**config.mk**
```make
export PLATFORM = sky130hd
export DESIGN_NAME = fetch_pc_ctrl
export DESIGN_NICKNAME = d
export VERILOG_FILES = /design/src/rtl/fetch_pkg.sv /design/src/rtl/fetch_pc_ctrl_ifid_reg.sv /design/src/rtl/fetch_pc_ctrl.sv
export SDC_FILE = /design/constraint.sdc
export NUM_CORES = 1
export LEC_CHECK = 0
export CAP_MARGIN = 0
export CELL_PAD_IN_SITES_DETAIL_PLACEMENT = 1
export CELL_PAD_IN_SITES_GLOBAL_PLACEMENT = 1
export CORE_MARGIN = 4
export CORE_UTILIZATION = 24
export DETAILED_ROUTE_END_ITERATION = 12
export GPL_TIMING_DRIVEN = 0
export PLACE_DENSITY = 0.82
export SYNTH_ARGS = -nofsm -noshare
export SYNTH_HDL_FRONTEND = slang
export SYNTH_SLANG_ARGS = --single-unit
export TNS_END_PERCENT = 5
```
**constraint.sdc**
```tcl
create_clock -name clk -period 2.1 [get_ports clk]
set_input_delay 0.315 -clock clk [delete_from_list [all_inputs] [get_ports clk]]
set_output_delay 0.315 -clock clk [all_outputs]
set_load 0.005 [all_outputs]
```
**src/rtl/fetch_pkg.sv**
```systemverilog
// ============================================================================
//  Module      : fetch_pkg
//  Description : Shared types and constants for the instruction-fetch stage.
//  Revision    : 1.0 - initial release
// ============================================================================
`default_nettype none

package fetch_pkg;

    // Canonical no-op (addi x0, x0, 0) used to fill a squashed IF/ID slot
    localparam logic [31:0] NOP_INSTR = 32'h0000_0013;

    // Width of the optional performance counters
    localparam int CNT_W = 16;

    // Fetch controller state
    typedef enum logic [0:0] {
        RUN    = 1'b0,
        HALTED = 1'b1
    } fetch_state_t;

endpackage : fetch_pkg

`default_nettype wire

```
**src/rtl/fetch_pc_ctrl_ifid_reg.sv**
```systemverilog
// ============================================================================
//  Module      : ifid_reg
//  Description : IF/ID pipeline register with flush / load / hold controls.
//                Flush (or reset) installs a NOP with valid cleared; load
//                captures the fetched PC and word; otherwise every bit holds.
//  Revision    : 1.0 - initial release
// ============================================================================
`default_nettype none

module ifid_reg
    import fetch_pkg::*;
#(
    parameter int PC_W = 9
) (
    input  logic            clk,
    input  logic            rst,
    input  logic            i_flush,
    input  logic            i_load,
    input  logic [PC_W-1:0] i_pc,
    input  logic [31:0]     i_instr,
    output logic [PC_W-1:0] o_pc,
    output logic [31:0]     o_instr,
    output logic            o_valid
);

    logic [PC_W-1:0] r_pc;
    logic [31:0]     r_instr;
    logic            r_valid;

    // Pipeline slot update: reset/flush beats load, load beats hold
    always_ff @(posedge clk) begin
        if (rst || i_flush) begin
            r_pc    <= '0;
            r_instr <= NOP_INSTR;
            r_valid <= 1'b0;
        end else if (i_load) begin
            r_pc    <= i_pc;
            r_instr <= i_instr;
            r_valid <= 1'b1;
        end
    end

    assign o_pc    = r_pc;
    assign o_instr = r_instr;
    assign o_valid = r_valid;

endmodule : ifid_reg

`default_nettype wire

```
**src/rtl/fetch_pc_ctrl.sv**
```systemverilog
// ============================================================================
//  Module      : fetch_pc_ctrl
//  Description : Instruction-fetch stage. Owns the PC, drives the
//                instruction-memory address, loads IF/ID and raises the
//                ID/EX flush on taken redirects. Priority in RUN is
//                redirect > stall > sequential; HALTED exits only on reset.
//                Optional macro FETCH_PERF_CNT_EN adds saturating redirect
//                and stall counters; without it both counter outputs are 0.
//  Revision    : 1.0 - initial release
// ============================================================================
`default_nettype none

module fetch_pc_ctrl
    import fetch_pkg::*;
#(
    parameter int              PC_W     = 9,
    parameter logic [PC_W-1:0] RESET_PC = '0
) (
    input  logic             clk,
    input  logic             reset,
    input  logic             stall,
    input  logic             pc_sel,
    input  logic [31:0]      br_pc,
    input  logic             halt_req,
    output logic [PC_W-1:0]  imem_addr,
    input  logic [31:0]      imem_rdata,
    output logic [PC_W-1:0]  ifid_pc,
    output logic [31:0]      ifid_instr,
    output logic             ifid_valid,
    output logic             flush_idex,
    output logic             halted,
    output logic             misalign_err,
    output logic [CNT_W-1:0] redirect_cnt,
    output logic [CNT_W-1:0] stall_cnt
);

    localparam logic [PC_W-1:0] c_PC_STEP = PC_W'(4);

    fetch_state_t    r_state;
    fetch_state_t    w_state_next;
    logic [PC_W-1:0] r_pc;
    logic            r_misalign;

    logic            w_run;
    logic            w_redirect;
    logic            w_stalled;
    logic            w_advance;
    logic            w_ifid_flush;
    logic            w_ifid_load;
    logic [PC_W-1:0] w_target;
    logic            w_target_bad;

    // Per-cycle action decode; only meaningful while running
    assign w_run      = (r_state == RUN);
    assign w_redirect = w_run & pc_sel;
    assign w_stalled  = w_run & ~pc_sel & stall;
    assign w_advance  = w_run & ~pc_sel & ~stall;

    // Target is forced word aligned and truncated to the PC width
    assign w_target     = {br_pc[PC_W-1:2], 2'b00};
    assign w_target_bad = (br_pc[1:0] != 2'b00) || ((br_pc >> PC_W) != 32'd0);

    // State register
    always_ff @(posedge clk) begin
        if (reset) begin
            r_state <= RUN;
        end else begin
            r_state <= w_state_next;
        end
    end

    // Next-state logic: halt request parks the FSM until reset
    always_comb begin
        w_state_next = r_state;
        case (r_state)
            RUN:     if (halt_req) w_state_next = HALTED;
            HALTED:  w_state_next = HALTED;
            default: w_state_next = RUN;
        endcase
    end

    // Output logic: flush and IF/ID controls derived from state and inputs
    always_comb begin
        halted       = 1'b0;
        flush_idex   = 1'b0;
        w_ifid_flush = 1'b0;
        w_ifid_load  = 1'b0;
        case (r_state)
            RUN: begin
                flush_idex   = pc_sel;
                w_ifid_flush = pc_sel;
                w_ifid_load  = ~pc_sel & ~stall;
            end
            HALTED: begin
                halted       = 1'b1;
                w_ifid_flush = 1'b1;
            end
            default: ;
        endcase
    end

    // Program counter: redirect, sequential advance with natural wrap, or hold
    always_ff @(posedge clk) begin
        if (reset) begin
            r_pc <= RESET_PC;
        end else if (w_redirect) begin
            r_pc <= w_target;
        end else if (w_advance) begin
            r_pc <= r_pc + c_PC_STEP;
        end
    end

    // Sticky flag for a redirect target that is misaligned or out of range
    always_ff @(posedge clk) begin
        if (reset) begin
            r_misalign <= 1'b0;
        end else if (w_redirect && w_target_bad) begin
            r_misalign <= 1'b1;
        end
    end

    assign imem_addr    = r_pc;
    assign misalign_err = r_misalign;

    ifid_reg #(
        .PC_W (PC_W)
    ) u_ifid_reg (
        .clk     (clk),
        .rst     (reset),
        .i_flush (w_ifid_flush),
        .i_load  (w_ifid_load),
        .i_pc    (r_pc),
        .i_instr (imem_rdata),
        .o_pc    (ifid_pc),
        .o_instr (ifid_instr),
        .o_valid (ifid_valid)
    );

`ifdef FETCH_PERF_CNT_EN
    logic [CNT_W-1:0] r_redirect_cnt;
    logic [CNT_W-1:0] r_stall_cnt;

    // Saturating event counters for redirects and stalled cycles
    always_ff @(posedge clk) begin
        if (reset) begin
            r_redirect_cnt <= '0;
            r_stall_cnt    <= '0;
        end else begin
            if (w_redirect && (r_redirect_cnt != '1)) begin
                r_redirect_cnt <= r_redirect_cnt + CNT_W'(1);
            end
            if (w_stalled && (r_stall_cnt != '1)) begin
                r_stall_cnt <= r_stall_cnt + CNT_W'(1);
            end
        end
    end

    assign redirect_cnt = r_redirect_cnt;
    assign stall_cnt    = r_stall_cnt;
`else
    logic w_unused_stalled;
    assign w_unused_stalled = w_stalled;
    assign redirect_cnt     = '0;
    assign stall_cnt        = '0;
`endif

endmodule : fetch_pc_ctrl

`default_nettype wire

```
# [Word level (Yosys, flattened, before mapping)]
# Index checks and enable logic that the tools add are counted.
[word_totals] regBits=53 inputBits=69 output_inout_bits=86 wordCells=30
[classes] n_addsub=1 n_mux=8 bitwise_logic=7 n_reduce_logical=7
[op_table] op="32-bit nonzero test" n=1
[op_table] op="9-bit two-way mux" n=2
[op_table] op="9-bit by 3-bit adder with 9-bit output (second input constant)" n=1
[op_table] op="1-bit bitwise AND" n=4
[op_table] op="1-bit two-way mux" n=4
[op_table] op="1-bit one-hot mux with 2 select lines" n=2
[op_table] op="2-bit nonzero test" n=2
[op_table] op="1-bit NOT" n=3
[op_table] op="1-bit logical OR" n=2
[op_table] op="2-bit OR reduction" n=1
[op_table] op="1-bit logical AND" n=1

# [Depth between registers and ports, before layout]
# Gate-level depths: netlist of the first run.
[logic_depth] word_depth=5 mapped_depth=6 depth_no_buf=4

# [Modules after synthesis]
# Synthesis of the first run repeated with hierarchy kept, for this count alone.
[unflattened] hier_cells=229 hier_area_um2=2259.7
[modules_own_cells] mod="ifid_reg" n_inst=1 cells_each=137 area_per_inst_um2=1505.2 seq_area_each_um2=840.8
[modules_own_cells] mod="fetch_pc_ctrl" n_inst=1 cells_each=92 area_per_inst_um2=754.5 seq_area_each_um2=180.2

# [Worst setup path after synthesis of the first run]
# No wires, ideal clock.
[synth_path] path_type="flip-flop to flip-flop" start="reg r_state" end="reg r_pc[8] (netlist: imem_addr[8])" setup_time_ns=0.091 arrival_time_ns=1.524 t_required_ns=2.009 path_slack_ns=0.485 stages_incl_launch_ff=5 path_buffers=1 cell_sequence="dfxtp_1 > buf_6 > or4b_4 > or3_1 > a311oi_1"
[synth_via] elab_chain_len=4 word_cells_on_any_way=6
[synth_lines] item="start, declared" line_no="fetch_pc_ctrl.sv:39" rtl="fetch_state_t r_state;"
[synth_lines] item="start signal, assigned" line_no="fetch_pc_ctrl.sv:68" rtl="r_state <= w_state_next;"
[synth_lines] item="1-bit NOT *"
[synth_lines] item="1-bit bitwise AND (2 in series)" line_no="fetch_pc_ctrl.sv:57" rtl="assign w_advance = w_run & ~pc_sel & ~stall;"
[synth_lines] item="2-bit nonzero test (no source line)"
[synth_lines] item="end signal, assigned" line_no="fetch_pc_ctrl.sv:107" rtl="r_pc <= w_target;"
[synth_lines] item="end signal, assigned" line_no="fetch_pc_ctrl.sv:109" rtl="r_pc <= r_pc + c_PC_STEP;"
[synth_lines] item="end, declared" line_no="fetch_pc_ctrl.sv:41" rtl="logic [PC_W-1:0] r_pc;"
# Every way passes the cells marked *; elsewhere a longest branch is shown, timed or not.
# A chain may end at the register's enable or synchronous reset.

# [Final worst setup path of the first run]
[layout_path] start="reg r_state" end="out flush_idex"
[layout_via] elab_chain_len=1
[layout_lines] item="1-bit two-way mux" line_no="fetch_pc_ctrl.sv:88" rtl="case (r_state)"
[layout_lines] item="end, declared" line_no="fetch_pc_ctrl.sv:30" rtl="output logic flush_idex,"
# No other way between the ends.

==> reports/results.ini, run 1 <==
[routing]
wl_per_cell_um = 16.6
vias = 2104
ant_nets = 0
dr.pass1.iters = 4
drc_errors = 0
vias_per_cell = 4.57
first_iter_violations = 61
wl_um = 7650

[global_route]
overflow = 0
grt_pass1_vias = 2353
met3_usage_pct = 6.75
grt_first_pass_wirelength_um = 12000
grt_max_degree = 16
met2_usage_pct = 26.4
busiest_layer = met2
met1_usage_pct = 16.1
grtUsageTotal_pct = 14.8
antenna_found_initial = 0

[timing]
rsz0062_at_grt = no
clock.fmax_ghz = 0.521
period_share_pct = 91.4
final-hold-violation-count = 0
hold_slack_ps = 405
fin_ws_ps = 181
max_slew.worst_pin.slew_ps = 821
period_needed_ps = 1920
setup_viol = 0
fin_worst_skew_ps = 7.26
report.final.slew_viol_count = 0
tns_ps = 0
relSlewSlack_pct = 44.5

[setup_path]
start_kind = register
path_max_fanout = 8
reg2regPathDepth = 5
end_kind = primary output
critPathKind = reg2out
reg2reg_to = u_ifid_reg.o_instr[5]
reg2reg_slack_ps = 320
r2r_start = r_state
slowest_stage = clkdlybuf4s50_1
cp_cell_sequence = buf_6 -> nand2b_1 -> inv_2 -> clkdlybuf4s50_1
cpPeakStageDelay_ps = 530
cp-endpoint = flush_idex
crit_start = r_state
cp_data_required_time_ps = 1780
critPathArrivalTime_ps = 1600

[synth]
syn_area_um2 = 2100
synth-seq-cells = 49
synthCells = 195
ys.warnings.count = 0
avgSynthCellArea_um2 = 10.8
ys_seq_area_share_pct = 46.7
ys_types = 37

[status]
status = completed

[place]
post-dp-hpwl_um = 6220
numPortBuffers = 117
place_congestion = 0.735
pre_cts_ws_ps = -218

[clocking]
root_buffer = clkbuf_8
tritoncts = yes
cts_buffer_depth = 2
post_cts_buffers = 0
clk_latency_ps = 300
cts_sinks = 49
htreeDepth = 2
clkTransAtPathRegs_ps = 100
cts_buffers = 5

[floorplanning]
coreArea_um2 = 8380
fp.dieH_um = 102
die_area_um2 = 10300
start_util_pct = 25.1
io_pins = 155
dieWidth_um = 102
rows = 33

[power_and_ir_drop]
p_switching_mw = 0.519
total_power_mw = 2.04
peakVddDrop_uv = 259
p_seq_share_pct = 49.6
power.internal_mw = 1.52
combinationalPowerShare_pct = 21.1
power.clock.fraction_pct = 29.4
power_density_nw_per_um2 = 561
power.leakage_nw = 1.47
netSwitchingFraction_pct = 25.5

[finish]
final_common_cell = clkdlybuf4s50_1
final_nets = 424
drive_gt1_share_pct = 23.4
fin_util_pct = 43.3
antenna_cells = 0
nFillCells = 962
final_cell_mix = clkdlybuf4s50_1 (116), dfxtp_1 (49), buf_4 (36), conb_1 (36), o221a_2 (33)
syn_to_final_growth_pct = 72.8

[run]
drv_cap = 0

[min_path]
min_path_type = in2reg

-- synthesized netlist by cell type --
cell type	number	area [um2]
dfxtp_1	49	981
buf_4	36	270
o221a_2	33	372
clkbuf_1	12	45.0
nor4_1	7	43.8
nor2_1	6	22.5
a21oi_1	4	20.0
o21ai_0	4	20.0
or3_1	4	25.0
a221o_1	3	30.0
a311oi_1	3	26.3
inv_1	3	11.3
o21bai_1	3	22.5
and4_1	2	17.5
nand2_1	2	7.51
nand4_1	2	12.5
nor3_2	2	20.0
a211oi_1	1	7.51
a221oi_1	1	8.76
a22oi_1	1	7.51
a31oi_1	1	6.26
a41oi_1	1	8.76
and3_1	1	6.26
buf_2	1	5.00
buf_6	1	11.3
clkinv_1	1	3.75
conb_1	1	3.75
ha_1	1	12.5
mux2i_1	1	10.0
nand2b_1	1	6.26
nand3_1	1	5.00
nor3_1	1	5.00
nor4b_1	1	8.76
o21a_1	1	7.51
or4_1	1	7.51
or4b_4	1	13.8
xnor2_1	1	8.76
-- kinds of logic (layout without fill, tap and decap cells) --
kind of cell	after synthesis	after routing	share of synthesized area, %
and+or+nand+nor	32	32	9.59
buffers and inverters	54	179	16.5
AOI/OAI and AO/OA	56	56	25.6
adders and majority gates	1	1	0.595
xor gates and xnor gates	1	1	0.417
other	1	36	0.179
DFF	49	49	46.7
muxes	1	1	0.476
-- area by class of cell --
type / instances / area [um2] / share of cell area, %
timing repair buffer: 117 / 1170 / 32.2
sequential: 49 / 981 / 27.0
multi-input combinational: 127 / 905 / 24.9
buffer: 50 / 332 / 9.13
tap: 105 / 131 / 3.62
clock buffer: 6 / 82.6 / 2.28
inverter: 4 / 15.0 / 0.414
clock inverter: 2 / 13.8 / 0.379
-- flip-flops by register name, indices dropped and copies added (netlist names) --
| register | count |
|---|---|
| misalign_err | 1 |
| imem_addr | 7 |
| u_ifid_reg.o_valid | 1 |
| u_ifid_reg.o_pc | 7 |
| r_state | 1 |
| u_ifid_reg.o_instr | 32 |
-- how the worst min path moves through the flow --
stage | start | end | slack (ps) | cells past startpoint
6_report | stall | u_ifid_reg.o_instr[4] | 410 | 2
5_1_grt | stall | u_ifid_reg.o_instr[4] | 420 | 2
4_1_cts | stall | u_ifid_reg.o_instr[4] | 410 | 2
3_5_place_dp | u_ifid_reg.o_pc[2] | u_ifid_reg.o_pc[2] | 460 | 2
3_3_place_gp | u_ifid_reg.o_valid | u_ifid_reg.o_valid | 450 | 1
2_1_floorplan | halt_req | r_state | 430 | 2
-- power groups by stage --
| stage | clock (mW) | combinational (mW) | sequential, mW |
|---|---|---|---|
| after floorplan | 0 | 0.167 | 1.03 |
| after global placement | 0 | 0.421 | 1.03 |
| after detailed placement | 0 | 0.429 | 1.03 |
| after CTS | 0.625 | 0.431 | 1.01 |
| after global routing | 0.662 | 0.471 | 1.02 |
| final | 0.599 | 0.429 | 1.01 |
-- per-layer routing --
metal	wire (um)	vias up
li1	-	998
met1	2980	978
met2	3670	123
met3	942	5
met4	55	0
met5	0	-
-- worst max-delay path, delay by kind of cell (launching register included) --
kind | cells | cell delay (ps)
AND/OR/NAND/NOR | 1 | 160
flip-flops | 1 | 330
buffers and inverters | 3 | 810
-- per-stage QoR --
stage                     area, um2  std cells
after global routing           3630        460
final                          3630        460
after detailed placement       3530        452
after floorplan                2230        230
after CTS                      3630        460
after global placement         3530        452
-- what timing repair did --
item | in CTS | in global routing
hold buffers | 0 | 0
setup endpoints to repair | 1 | 1
resized for setup | 1 | 1
No activity file was read; power rests on OpenSTA's default activity.
==> run 2, diff against run 1 <==
Settings changed: CORE_ASPECT_RATIO from default to 0.6.
==> run 2 against run 1 <==
Compared with the run above: core utilization grew 0.29 points; final area grew 2.4%; worst setup slack lost 32 ps; flip-flop and latch count is the same; power grew 17%; final cell count grew 1.5%; hold slack lost 0.68 ps; first-iteration DRC count grew 72%; clock-buffer cell count grew 1; via count shrank 1.2%; die area grew 0.47%.
==> reports/results.ini, run 2 (synthesis results as in run 1) <==
[finish]
drive_gt1_share_pct = 23.1
final_nets = 424
design_area_um2 = 3720
nFillCells = 971
final_common_cell = clkdlybuf4s50_1
fin_util_pct = 43.6
syn_to_final_growth_pct = 76.9
final_cell_mix = clkdlybuf4s50_1 (116), dfxtp_1 (49), buf_4 (36), conb_1 (36), o221a_2 (33)
largest_reg_flops = 32
antenna_cells = 0

[power_and_ir_drop]
p_switching_mw = 0.531
combinationalPowerShare_pct = 18.0
power.internal_mw = 1.85
peakVddDrop_uv = 284
power.leakage_nw = 1.50
power_density_nw_per_um2 = 640
power.clock.fraction_pct = 39.5
p_seq_share_pct = 42.5
netSwitchingFraction_pct = 22.3

[routing]
vias = 2078
wl_per_cell_um = 15.8
dr.pass1.iters = 4
wl_um = 7360
vias_per_cell = 4.45
ant_nets = 0
first_iter_violations = 105
drc_errors = 0

[place]
place_congestion = 0.779
numPortBuffers = 117
post-dp-hpwl_um = 5990
placed_area_um2 = 3540

[clocking]
cts_buffers = 5
clk_latency_ps = 290
cts_resized = 2
postCtsHoldBufs = 0
cts_buffer_depth = 2
clkTransAtPathRegs_ps = 60
root_buffer = clkbuf_16
htreeDepth = 2
tritoncts = yes
post_cts_buffers = 0
cts_sinks = 49

[setup_path]
critPathBufInv = 3
end_kind = primary output
path_max_fanout = 8
slowest_stage = clkdlybuf4s50_1
cp_data_required_time_ps = 1780
start_kind = register
crit_family = buffers and inverters
cp_cell_sequence = buf_6 -> nand2b_1 -> inv_1 -> clkdlybuf4s50_1
cpPeakStageDelay_ps = 560
critPathKind = reg2out
critPathArrivalTime_ps = 1640

[timing]
final-hold-violation-count = 0
hold_slack_ps = 405
relSlewSlack_pct = 42.1
clock.fmax_ghz = 0.513
period_needed_ps = 1950
rsz0062_at_grt = no
period_share_pct = 92.9
fin_worst_skew_ps = 4.05
max_slew.worst_pin.slew_ps = 857
setup_viol = 0
tns_ps = 0
report.final.slew_viol_count = 0

[floorplanning]
io_pins = 155
fp.dieH_um = 80.5
die_area_um2 = 10400
start_util_pct = 24.6
dieWidth_um = 129
coreArea_um2 = 8520
rows = 26

[global_route]
grtUsageTotal_pct = 14.2
overflow = 0
grt_max_degree = 15
antenna_found_initial = 0
grt_first_pass_wirelength_um = 11600
grt_pass1_vias = 2253

[status]
status = completed

[run]
drv_cap = 0

[min_path]
min_path_type = in2reg

==> run 2: cell types whose count changed in the layout (fill, tap and decap cells not counted), sizes merged <==
cell and change:
bufinv +1, clkbuf +1, clkinv -2
==> run 2: power groups by stage <==
stage	Clock, mW	Combinational (mW)	Sequential [mW]
detailed placement	0	0.427	1.03
global route	1.02	0.466	1.02
CTS	0.976	0.429	1.01
floorplan	0	0.167	1.03
global placement	0	0.419	1.03
finish	0.939	0.429	1.01
==> run 2: area by class of cell <==
class	instances	area (um2)	share of cell area, %
flip-flops and latches	49	981	26.4
plain buffers	50	333	8.96
repair buffers	117	1170	31.5
multi-input cells	127	905	24.3
clock buffers	7	143	3.84
well taps	112	140	3.77
clock inverters	1	30.0	0.808
inverters	4	15.0	0.404
==> run 2: worst paths after layout <==
kind / depth (start not counted) / to / slack [ps] / startpoint
max: 4 / flush_idex / 150 / r_state
min: 2 / u_ifid_reg.o_instr[0] / 400 / stall
max reg2reg: 4 / u_ifid_reg.o_instr[30] / 300 / r_state
min reg2reg: 2 / u_ifid_reg.o_pc[2] / 470 / u_ifid_reg.o_pc[2]
==> run 2: layer usage <==
layer,global-route usage [%],wire [um],up-vias,part of all wire (%)
met2,24.4,3420,87,46
li1,-,-,1000,-
met3,5.71,634,8,8.6
met5,0,0,-,0
met1,16.8,3220,983,44
met4,3.14,89,0,1.2
==> run 2: stage by stage <==
step | total power, mW | cells | setup WS [ps]
floorplan | 1.20 | 230 | 485
global placement | 1.45 | 459 | -288
detailed placement | 1.46 | 459 | -304
CTS | 2.41 | 467 | 131
global route | 2.50 | 467 | 61.3
finish | 2.38 | 467 | 149
